==> config.mk <==
export PLATFORM = sky130hd
export DESIGN_NAME = coord_bank_writer
export DESIGN_NICKNAME = d
export VERILOG_FILES = /design/src/rtl/coord_store_pkg.sv /design/src/rtl/bank_len_table.sv /design/src/rtl/coord_bank_writer.sv
export SDC_FILE = /design/constraint.sdc
export NUM_CORES = 1
export LEC_CHECK = 0
export CORE_UTILIZATION = 50
export DETAILED_ROUTE_END_ITERATION = 6
export HOLD_SLACK_MARGIN = 0.05
export PLACE_DENSITY = 0.68
export SETUP_SLACK_MARGIN = 0.4
export SKIP_CTS_REPAIR_TIMING = 1
export SLEW_MARGIN = 30
export SYNTH_ARGS = -nofsm -noshare
export SYNTH_HDL_FRONTEND = slang
export SYNTH_SLANG_ARGS = --single-unit
==> constraint.sdc <==
create_clock -name i_clk -period 2.4 [get_ports i_clk]
set_input_delay 0.48 -clock i_clk [delete_from_list [all_inputs] [get_ports i_clk]]
set_output_delay 0.48 -clock i_clk [all_outputs]
set_load 0.005 [all_outputs]
==> src/rtl/coord_store_pkg.sv <==
// Shared types and helpers for the coordinate bank writer.
// Holds the FSM state encoding and the bank-index width helper.
package coord_store_pkg;

    typedef enum logic [1:0] {
        IDLE  = 2'd0,
        WORK  = 2'd1,
        CLOSE = 2'd2,
        FULL  = 2'd3
    } state_t;

    // A single-bit index is kept even for degenerate bank counts.
    function automatic int calc_bank_w(input int n);
        return (n < 2) ? 1 : $clog2(n);
    endfunction

endpackage

==> src/rtl/bank_len_table.sv <==
// Per-bank length table: one synchronous write port with clear,
// one combinational read port; out-of-range reads return 0.
module bank_len_table
    import coord_store_pkg::*;
#(
    parameter int BANK_NUM = 26,
    parameter int LEN_W    = 11,
    localparam int IDX_W   = calc_bank_w(BANK_NUM)
) (
    input  logic             i_clk,
    input  logic             i_rst,
    input  logic             i_wr_en,
    input  logic             i_wr_clr,
    input  logic [IDX_W-1:0] i_wr_idx,
    input  logic [LEN_W-1:0] i_wr_len,
    input  logic [IDX_W-1:0] i_rd_idx,
    output logic [LEN_W-1:0] o_rd_len
);

    logic [LEN_W-1:0] r_len [BANK_NUM];

    always_ff @(posedge i_clk) begin
        if (i_rst) begin
            for (int i = 0; i < BANK_NUM; i++) begin
                r_len[i] <= '0;
            end
        end else if (int'(i_wr_idx) < BANK_NUM) begin
            if (i_wr_clr) begin
                r_len[i_wr_idx] <= '0;
            end else if (i_wr_en) begin
                r_len[i_wr_idx] <= i_wr_len;
            end
        end
    end

    always_comb begin
        o_rd_len = '0;
        if (int'(i_rd_idx) < BANK_NUM) begin
            o_rd_len = r_len[i_rd_idx];
        end
    end

endmodule

==> src/rtl/coord_bank_writer.sv <==
// Streams (x,y) samples into a banked store addressed {bank, entry}
// and records each closed bank's entry count in a length table.
//
// state | meaning
// IDLE  | waiting for i_start to open bank r_bank
// WORK  | writing samples; closes on i_deny or when the bank fills
// CLOSE | one cycle: record length, advance or wrap the bank
// FULL  | last bank closed without wrap; sticky until reset
module coord_bank_writer
    import coord_store_pkg::*;
#(
    parameter int COORD_W  = 5,
    parameter int BANK_NUM = 26,
    parameter int DEPTH_W  = 10,
    parameter int WRAP_EN  = 1,
    localparam int BANK_W  = calc_bank_w(BANK_NUM)
) (
    input  logic                      i_clk,
    input  logic                      i_rst,
    input  logic                      i_start,
    input  logic                      i_valid,
    input  logic [COORD_W-1:0]        i_x,
    input  logic [COORD_W-1:0]        i_y,
    input  logic                      i_deny,
    output logic                      o_we,
    output logic [COORD_W-1:0]        o_x,
    output logic [COORD_W-1:0]        o_y,
    output logic [BANK_W+DEPTH_W-1:0] o_addr,
    output logic [BANK_W-1:0]         o_bank,
    output logic                      o_busy,
    output logic                      o_full,
    input  logic [BANK_W-1:0]         i_len_bank,
    output logic [DEPTH_W:0]          o_len
);

    localparam logic [DEPTH_W:0]  CNT_LAST  = (DEPTH_W+1)'((1 << DEPTH_W) - 1);
    localparam logic [BANK_W-1:0] BANK_LAST = BANK_W'(BANK_NUM - 1);

    state_t              r_state;
    logic [BANK_W-1:0]   r_bank;
    logic [DEPTH_W:0]    r_cnt;
    logic                r_busy;
    logic                r_full;

    logic                w_write;
    logic                w_len_we;
    logic                w_len_clr;

    // Deny takes priority over a same-cycle valid sample.
    assign w_write   = (r_state == WORK) && i_valid && !i_deny;
    assign w_len_clr = (r_state == IDLE) && i_start;
    assign w_len_we  = (r_state == CLOSE);

    assign o_we   = w_write;
    assign o_x    = w_write ? i_x : '0;
    assign o_y    = w_write ? i_y : '0;
    assign o_addr = {r_bank, r_cnt[DEPTH_W-1:0]};
    assign o_bank = r_bank;
    assign o_busy = r_busy;
    assign o_full = r_full;

    always_ff @(posedge i_clk) begin
        if (i_rst) begin
            r_state <= IDLE;
            r_bank  <= '0;
            r_cnt   <= '0;
            r_busy  <= 1'b0;
            r_full  <= 1'b0;
        end else begin
            case (r_state)
                IDLE: begin
                    if (i_start) begin
                        r_cnt   <= '0;
                        r_busy  <= 1'b1;
                        r_state <= WORK;
                    end
                end
                WORK: begin
                    if (i_deny) begin
                        r_state <= CLOSE;
                    end else if (i_valid) begin
                        r_cnt <= r_cnt + 1'b1;
                        if (r_cnt == CNT_LAST) begin
                            r_state <= CLOSE;
                        end
                    end
                end
                CLOSE: begin
                    r_busy <= 1'b0;
                    if (r_bank != BANK_LAST) begin
                        r_bank  <= r_bank + 1'b1;
                        r_state <= IDLE;
                    end else if (WRAP_EN != 0) begin
                        r_bank  <= '0;
                        r_state <= IDLE;
                    end else begin
                        r_full  <= 1'b1;
                        r_state <= FULL;
                    end
                end
                FULL: begin
                    r_state <= FULL;
                end
                default: begin
                    r_state <= IDLE;
                end
            endcase
        end
    end

    bank_len_table #(
        .BANK_NUM (BANK_NUM),
        .LEN_W    (DEPTH_W + 1)
    ) u_len_table (
        .i_clk    (i_clk),
        .i_rst    (i_rst),
        .i_wr_en  (w_len_we),
        .i_wr_clr (w_len_clr),
        .i_wr_idx (r_bank),
        .i_wr_len (r_cnt),
        .i_rd_idx (i_len_bank),
        .o_rd_len (o_len)
    );

endmodule

Word-level counts from Yosys, hierarchy flattened
Memory sizes are Yosys's and may differ from the RTL's.
Index checks and enable logic that the tools add are counted.
{"block": "word_totals", "ram_bits": 286, "register_bits": 19, "in_bits": 20, "n_memories": 1, "out_inout_bits": 44, "word_cells": 61}
{"block": "classes", "bitwise_logic": 1, "reduce_logical": 11, "order_cmp": 2, "n_eq_ne": 10, "mux": 30, "addsub": 2}
{"name": "u_len_table.r_len", "words": 26, "word_bits": 11, "rd": 1, "rd_ports_with_merged_regs": 0, "wr": 26, "line": "bank_len_table.sv:20", "source": "logic [LEN_W-1:0] r_len [BANK_NUM];"}
{"cell": "$mux 11", "count": 6}
{"cell": "$pmux 11 s2", "count": 1}
{"cell": "$mux 5", "count": 4}
{"cell": "$mux 1", "count": 13}
{"cell": "$add 11x1->11 const B", "count": 1}
{"cell": "$eq 11x10->1 const B", "count": 1}
{"cell": "$reduce_or 11->1", "count": 1}
{"cell": "$lt 5x5->1 const B", "count": 2}
{"cell": "$mux 2", "count": 4}
{"cell": "$pmux 2 s4", "count": 1}
{"cell": "$ne 2x2->1 const B", "count": 3}
{"cell": "$add 5x1->5 const B", "count": 1}
{"cell": "$ne 5x5->1 const B", "count": 1}
{"cell": "$eq 2x2->1 const B", "count": 2}
{"cell": "$reduce_and 4->1", "count": 1}
{"cell": "$reduce_bool 2->1", "count": 2}
{"cell": "$logic_and 1x1->1", "count": 3}
{"cell": "$ne 3x2->1 const B", "count": 1}
{"cell": "$ne 3x3->1 const B", "count": 1}
{"cell": "$reduce_and 3->1", "count": 1}
{"cell": "$eq 2x1->1 const B", "count": 1}
{"cell": "$logic_not 2->1", "count": 1}
{"cell": "$pmux 1 s2", "count": 1}
{"cell": "$reduce_and 2->1", "count": 1}
{"cell": "other kinds (2)", "count": 2}

Longest topological paths before layout
Gate-level depths: netlist of run 1.
{"block": "logic_depth", "word_depth": 9, "depth_mapped": 9, "mapped_depth_nobuf": 7}

Cells and area by module
Synthesis of run 1 repeated with hierarchy kept, for this count alone.
{"block": "hier_totals", "hier_cells": 1089, "area_unflattened_um2": 14101.0}
{"mod": "bank_len_table", "cells_per_inst": 943, "n_inst": 1, "seq_area_each_um2": 8588.2, "area_per_inst_um2": 12861.1}
{"mod": "coord_bank_writer", "cells_per_inst": 146, "n_inst": 1, "seq_area_each_um2": 380.4, "area_per_inst_um2": 1239.9}

Worst setup path before layout of run 1
OpenSTA, ideal clock, no wires.
{"block": "synth_path", "path_kind": "in2out", "start": "input port i_len_bank[1]", "end": "output port o_len[1]", "required_time_ps": 1920, "cell_stages": 6, "arrival_ps": 1739, "setup_slack_ps": 181, "path_buffers": 3, "cell_sequence": "buf_2 clkbuf_1 clkbuf_1 mux4_2 o21ai_0 o211ai_1"}
{"block": "synth_via", "elab_chain_cells": 2, "word_cells_on_any_way": 3, "cone_classes": "1 x order compare; 1 x mux; 1 x memory"}
{"element": "from (decl)", "line": "coord_bank_writer.sv:32", "source": "input logic [BANK_W-1:0] i_len_bank,"}
{"element": "$mem_v2 26x11 or $lt 5x5->1 (tied branches)"}
{"element": "$mux 11 (*)", "line": "bank_len_table.sv:38", "source": "if (int'(i_rd_idx) < BANK_NUM) begin"}
{"element": "to (decl)", "line": "coord_bank_writer.sv:33", "source": "output logic [DEPTH_W:0] o_len"}
Mark *: on every way between the ends. The rest lies on a longest branch, timed or not.

Worst setup path after layout of run 1
{"block": "layout_path", "start": "memory u_len_table.r_len[18][4]", "end": "output port o_len[4]"}
{"block": "layout_via", "elab_chain_cells": 2}
{"element": "from (decl)", "line": "bank_len_table.sv:20"}
{"element": "$mem_v2 26x11"}
{"element": "$mux 11", "line": "bank_len_table.sv:38"}
No other way between the ends.

==> results of run 1 <==
sequential cells by signal, summed over array words and instances (netlist names):
signal and cells:
o_busy 1, o_bank 5, r_cnt 11, u_len_table.r_len 286, r_state 2
cells by family after synthesis:
family,count (synthesis),share of synthesized area
AND/OR/NAND/NOR,483,0.1551
flip-flops,305,0.6353
multiplexers,129,0.09901
buffers and inverters,119,0.03944
AO/OA/AOI/OAI,109,0.05673
adder cells (fa/ha/maj),11,0.009750
XOR/XNOR,7,0.004343
other,1,0.0002657
placed cells by master, fill, tap and decap left out, drive strengths merged, types with 5 or more instances in the layout:
cell type,n
a22oi,26
o31ai,5
dfxtp,19
or3,5
nor2,310
a211oi,7
o21ai,13
nand4,12
nand3,38
a32oi,6
nor2b,18
o221ai,14
ha,11
mux2,5
clkbuf,67
edfxtp,286
buf,193
nand2b,31
clkdlybuf4s50,34
clkinv,6
or4,5
nand2,36
mux2i,116
a21oi,14
inv,7
mux4,8
and2,11
power by group through the flow:
stage | Sequential, µW | Clock (µW) | Combinational, µW
after floorplan | 6160 | 0 | 736
after global placement | 6170 | 0 | 1340
after detailed placement | 6180 | 0 | 1360
after CTS | 6070 | 5200 | 1370
after global routing | 6110 | 5370 | 1900
final | 6090 | 5160 | 1810
tightest hold or removal path: cells and delay by family, from the launching register on:
family | cells | cell delay [ps]
flip-flops | 1 | 330
AO/OA/AOI/OAI | 2 | 130
how the worst max path moves through the flow:
stage | from | end | slack (ps) | depth (start not counted)
floorplan | i_len_bank[1] | o_len[10] | 340 | 7
global placement | i_len_bank[1] | o_len[7] | -910 | 8
detailed placement | i_len_bank[1] | o_len[4] | -920 | 8
CTS | i_len_bank[1] | o_len[4] | -930 | 8
global route | u_len_table.r_len[18][6] | o_len[6] | -310 | 5
finish | u_len_table.r_len[18][4] | o_len[4] | -290 | 5
area by class of cell:
class                           instances  area, µm²  share of cell area
Clock buffer                           46      917.1             0.04865
Clock inverter                         14      175.2            0.009291
Inverter                                6      30.03            0.001593
Multi-Input combinational cell        741       5331              0.2828
Sequential cell                       305       8987              0.4767
Tap cell                              378      473.0             0.02509
Timing Repair Buffer                  250       2932              0.1555
Timing Repair inverter                  1      7.507           0.0003982
metal layers:
| metal | vias up | part of all wire | track usage |
|---|---|---|---|
| met2 | 559 | 0.48 | 0.4136 |
| met3 | 77 | 0.094 | 0.04628 |
| li1 | 4552 | - | - |
| met5 | - | 0 | 0 |
| met4 | 0 | 0.028 | 0.09557 |
| met1 | 5090 | 0.40 | 0.3558 |
metrics by stage:
stage               TNS, ps  worst slack (ps)  cell area, µm²  cells
finish                -1350            -288.5           18850   1741
global placement      -9061            -908.7           16290   1634
detailed placement    -9066            -921.2           16290   1634
floorplan                 0             343.8           14250   1164
global route          -1638            -306.0           18850   1741
CTS                  -12100            -933.5           17390   1694
==> flow_summary.yaml, run 1 <==
synthesis:
  synthDistinctLibCells: 59
  synth_nets: 1195
  yosysTopAreaCellShare: 0.6084
  ys_seq_area_frac: 0.6353
  syn_avg_cell_area_um2: 12.13
  yosysWarnings: 0
  yosysMostFrequentCell: "nor2_1"
  synthCells: 1164
  yosys.area.top_type: "edfxtp_1"
  synth_edf_count: 286
  synth_area_leaders: "edfxtp_1 61%, nor2_1 8.2%, mux2i_1 8.2%, dfxtp_1 2.7%, a22oi_1 1.4%"
  async_flop_share: 0
  yosys_register_bits: 305
  syn_area_um2: 14120
  synthFlopType: "edfxtp_1"
  netlist_top_cells_count: "310 x nor2_1, 286 x edfxtp_1, 116 x mux2i_1"
cells_and_area:
  drive_above_1_share: 0.3001
  fill_cells: 1919
  num_antenna_cells: 0
  nets: 1370
  final_util: 0.6786
  synthToLayoutAreaGrowth_pct: 33.56
worst_setup_path:
  required_ps: 1920
  r2r_end: "u_len_table.r_len[2][5]"
  cpPeakStageDelay_ps: 470
  path_buf_inv: 1
  worstReg2RegStart: "r_state[0]"
  critPathMaxFanout: 1
  end_kind: "output pin"
  regToRegSetupSlack_ps: 350
  critPathTopFamily: "simple AND/OR/NAND/NOR gates"
  critPathKind: "reg2out"
  r2r_cells: 9
  path_cells: "mux4_2 > or3_1 > nand4_1 > nand3_1 > clkbuf_2"
  start_kind: "flip-flop"
  crit_arrival_ps: 2210
  slowest_stage: "mux4_2"
timing:
  report.final.slew_viol_count: 0
  slew_headroom: 0.6529
  worst_slack_ps: -288.5
  timing_hold_violations_final: 0
  finClkSkew_ps: 13.18
  setup_viol: 6
  rsz0062_at_grt: "yes"
  post-route-period-util: 1.120
  fmax_ghz: 0.3720
  hold_ws_ps: 505.8
  worst-slew-pin-transition_ps: 518.3
  finalCriticalPeriod_ps: 2689
floorplan:
  io_pins: 64
  start_util: 0.5081
  die_w_um: 170.0
  rows: 61
  die-area_um2: 28910
  core_region_area_um2: 27780
  dieHeight_um: 170.0
grt:
  overflow: 0
  antenna_found_initial: 0
  globalRouteTotalUtil: 0.2594
  grt_pass1_vias: 9402
  grt_pass1_wl_mm: 55.40
  grt_max_degree: 27
clock_network:
  clk_pin_slew_ps: 60
  cts_sinks: 305
  clock_path_buffers: 3
  cts_tree: "built"
  clock_latency_ps: 510
  numCtsBuffers: 34
  cts.htree.levels: 2
  cts-root-buf: "clkbuf_16"
power:
  powerDensity_nw_per_um2: 692.3
  ir_worst_vdd_uv: 443.7
  pwr-share-seq: 0.467
  p_total_uw: 13050
  leakagePower_uw: 0.006873
  power_frac_comb: 0.138
  p_clk_frac: 0.395
  swShare: 0.2359
  p_int_uw: 9972
  switching_power_uw: 3080
detailed_routing:
  ant_nets: 0
  drt-total-wl_mm: 40.10
  viasPerCell: 5.904
  num_vias: 10280
  first_pass_iters: 7
  drc: 3
  drt-wirelength-per-cell_um: 23.03
  drtIter0Drc: 1162
hold_path:
  worst_hold_startpoint: "r_cnt[10]"
  holdPathStages: 2
  hp-class: "reg2reg"
  hold_end: "r_cnt[10]"
job:
  maxCapViolations: 0
status:
  status: "complete, but fails checks"
  failed_checks: "DRC, setup timing"
placed_design:
  portBuffers: 62
  gp_congestion: 0.8976
  dp_hpwl_mm: 25.01
Note: power is estimated with default switching activity, not from simulation.
==> run 2, diff against run 1 <==
==> constraint.sdc (replaced) <==
create_clock -name i_clk -period 2.4 [get_ports i_clk]
set_input_delay 0.72 -clock i_clk [delete_from_list [all_inputs] [get_ports i_clk]]
set_output_delay 0.72 -clock i_clk [all_outputs]
set_load 0.005 [all_outputs]
==> flow_summary.yaml, run 2 (synthesis gave the netlist of run 1 again) <==
cells_and_area:
  largest_reg_flops: 286
  max_flop_register: "u_len_table.r_len"
  num_antenna_cells: 0
  final_common_cell: "nor2_1"
  fin_area_um2: 19270
  final_cell_mix: "300 x nor2_1, 286 x edfxtp_1, 145 x buf_4, 106 x mux2i_1, 44 x buf_6"
  synthToLayoutAreaGrowth_pct: 36.50
  drive_above_1_share: 0.3395
  nets: 1420
clock_network:
  clk_pin_slew_ps: 50
  cts.htree.levels: 2
  clock_latency_ps: 530
  numCtsBuffers: 34
  clock_path_buffers: 3
  cts-root-buf: "clkbuf_16"
  cts_tree: "built"
  cts_sinks: 305
placed_design:
  gp_congestion: 0.9396
  dpl_cell_area_um2: 16360
  dp_hpwl_mm: 25.91
  portBuffers: 62
  place_ws_ps: -1457
grt:
  grt_pass1_vias: 9546
  antenna_found_initial: 1
  globalRouteTotalUtil: 0.2611
  grt_max_degree: 27
  grt_pass1_wl_mm: 55.09
  overflow: 0
floorplan:
  die-area_um2: 28910
  core_region_area_um2: 27780
  die_w_um: 170.0
  dieHeight_um: 170.0
  start_util: 0.5081
  rows: 61
  io_pins: 64
timing:
  fmax_ghz: 0.3357
  post-route-period-util: 1.241
  fin_setup_tns_ps: -7396
  worst_slack_ps: -578.7
  setup_viol: 22
  worst-slew-pin-transition_ps: 526.3
  slew_headroom: 0.6475
  finClkSkew_ps: 15.96
  timing_hold_violations_final: 0
  finalCriticalPeriod_ps: 2979
  rsz0062_at_grt: "yes"
  hold_ws_ps: 497.0
  report.final.slew_viol_count: 0
worst_setup_path:
  start_kind: "primary input"
  required_ps: 1680
  critPathMaxFanout: 15
  crit_arrival_ps: 2260
  critPathKind: "in2out"
  end_kind: "output pin"
detailed_routing:
  first_pass_iters: 6
  drt-total-wl_mm: 41.07
  num_vias: 10500
  drt-wirelength-per-cell_um: 22.92
  drtIter0Drc: 1119
  viasPerCell: 5.862
  ant_nets: 0
  drc: 0
power:
  switching_power_uw: 3131
  p_clk_frac: 0.388
  leakagePower_uw: 0.007595
  p_int_uw: 9938
  powerDensity_nw_per_um2: 678.2
  power_frac_comb: 0.147
  ir_worst_vdd_uv: 655.2
  pwr-share-seq: 0.465
  swShare: 0.2396
  p_total_uw: 13070
status:
  status: "complete, but fails checks"
  failed_checks: "setup timing"
job:
  maxCapViolations: 0
hold_path:
  hp-class: "reg2reg"
## run 2: cell types whose count changed in the layout (fill, tap and decap cells not counted), moves of 12 or more
cell / change
dlymetal6s2s_1: +23
clkdlybuf4s50_1: -23
buf_4: +49
nand2b_1: -14
buf_6: +13
dfxtp_4: +12
buf_12: -13
## run 2: metal layers
layer	track usage	share of wire	up-vias
met5	0	0.00032	-
met2	0.4369	0.48	516
met1	0.3215	0.38	5200
li1	-	-	4661
met3	0.04047	0.074	125
met4	0.1535	0.059	2
## run 2: power by group through the flow
stage	combinational, µW	sequential, µW	clock (µW)
global route	2020	6090	5300
CTS	1380	6070	5100
detailed placement	1370	6180	0
global placement	1360	6170	0
floorplan	755	6160	0
finish	1920	6080	5070
## run 2: layout make-up
type / count / area [µm²]
Clock buffer: 42 / 890.9
Clock inverter: 19 / 187.7
Fill cell: 1878 / 8513
Inverter: 6 / 35.03
Multi-Input combinational cell: 744 / 5431
Sequential cell: 305 / 9025
Tap cell: 378 / 473.0
Timing Repair Buffer: 297 / 3218
Timing Repair inverter: 1 / 7.507
## run 2: worst paths after layout
check / endpoint / slack (ps) / from / cells after the start
hold / removal: r_cnt[6] / 500 / r_cnt[6] / 2
hold reg to reg: r_cnt[6] / 500 / r_cnt[6] / 2
setup reg to reg: u_len_table.r_len[4][9] / 100 / r_state[1] / 12
setup / recovery: o_len[7] / -580 / i_len_bank[0] / 9
## run 2: metrics by stage
step	cells	util
2_1_floorplan	1164	-
4_1_cts	1708	0.6276
6_report	1792	0.6936
3_3_place_gp	1647	0.5888
3_5_place_dp	1647	0.5888
5_1_grt	1792	0.6936
## run 2: worst max-delay path, cell delays in order
cell and delay, ps:
buf_16 140, buf_12 120, buf_16 160, buf_4 150
mux2i_1 280, o221ai_2 140, nand4_1 200, nand3_2 180
clkbuf_2 160
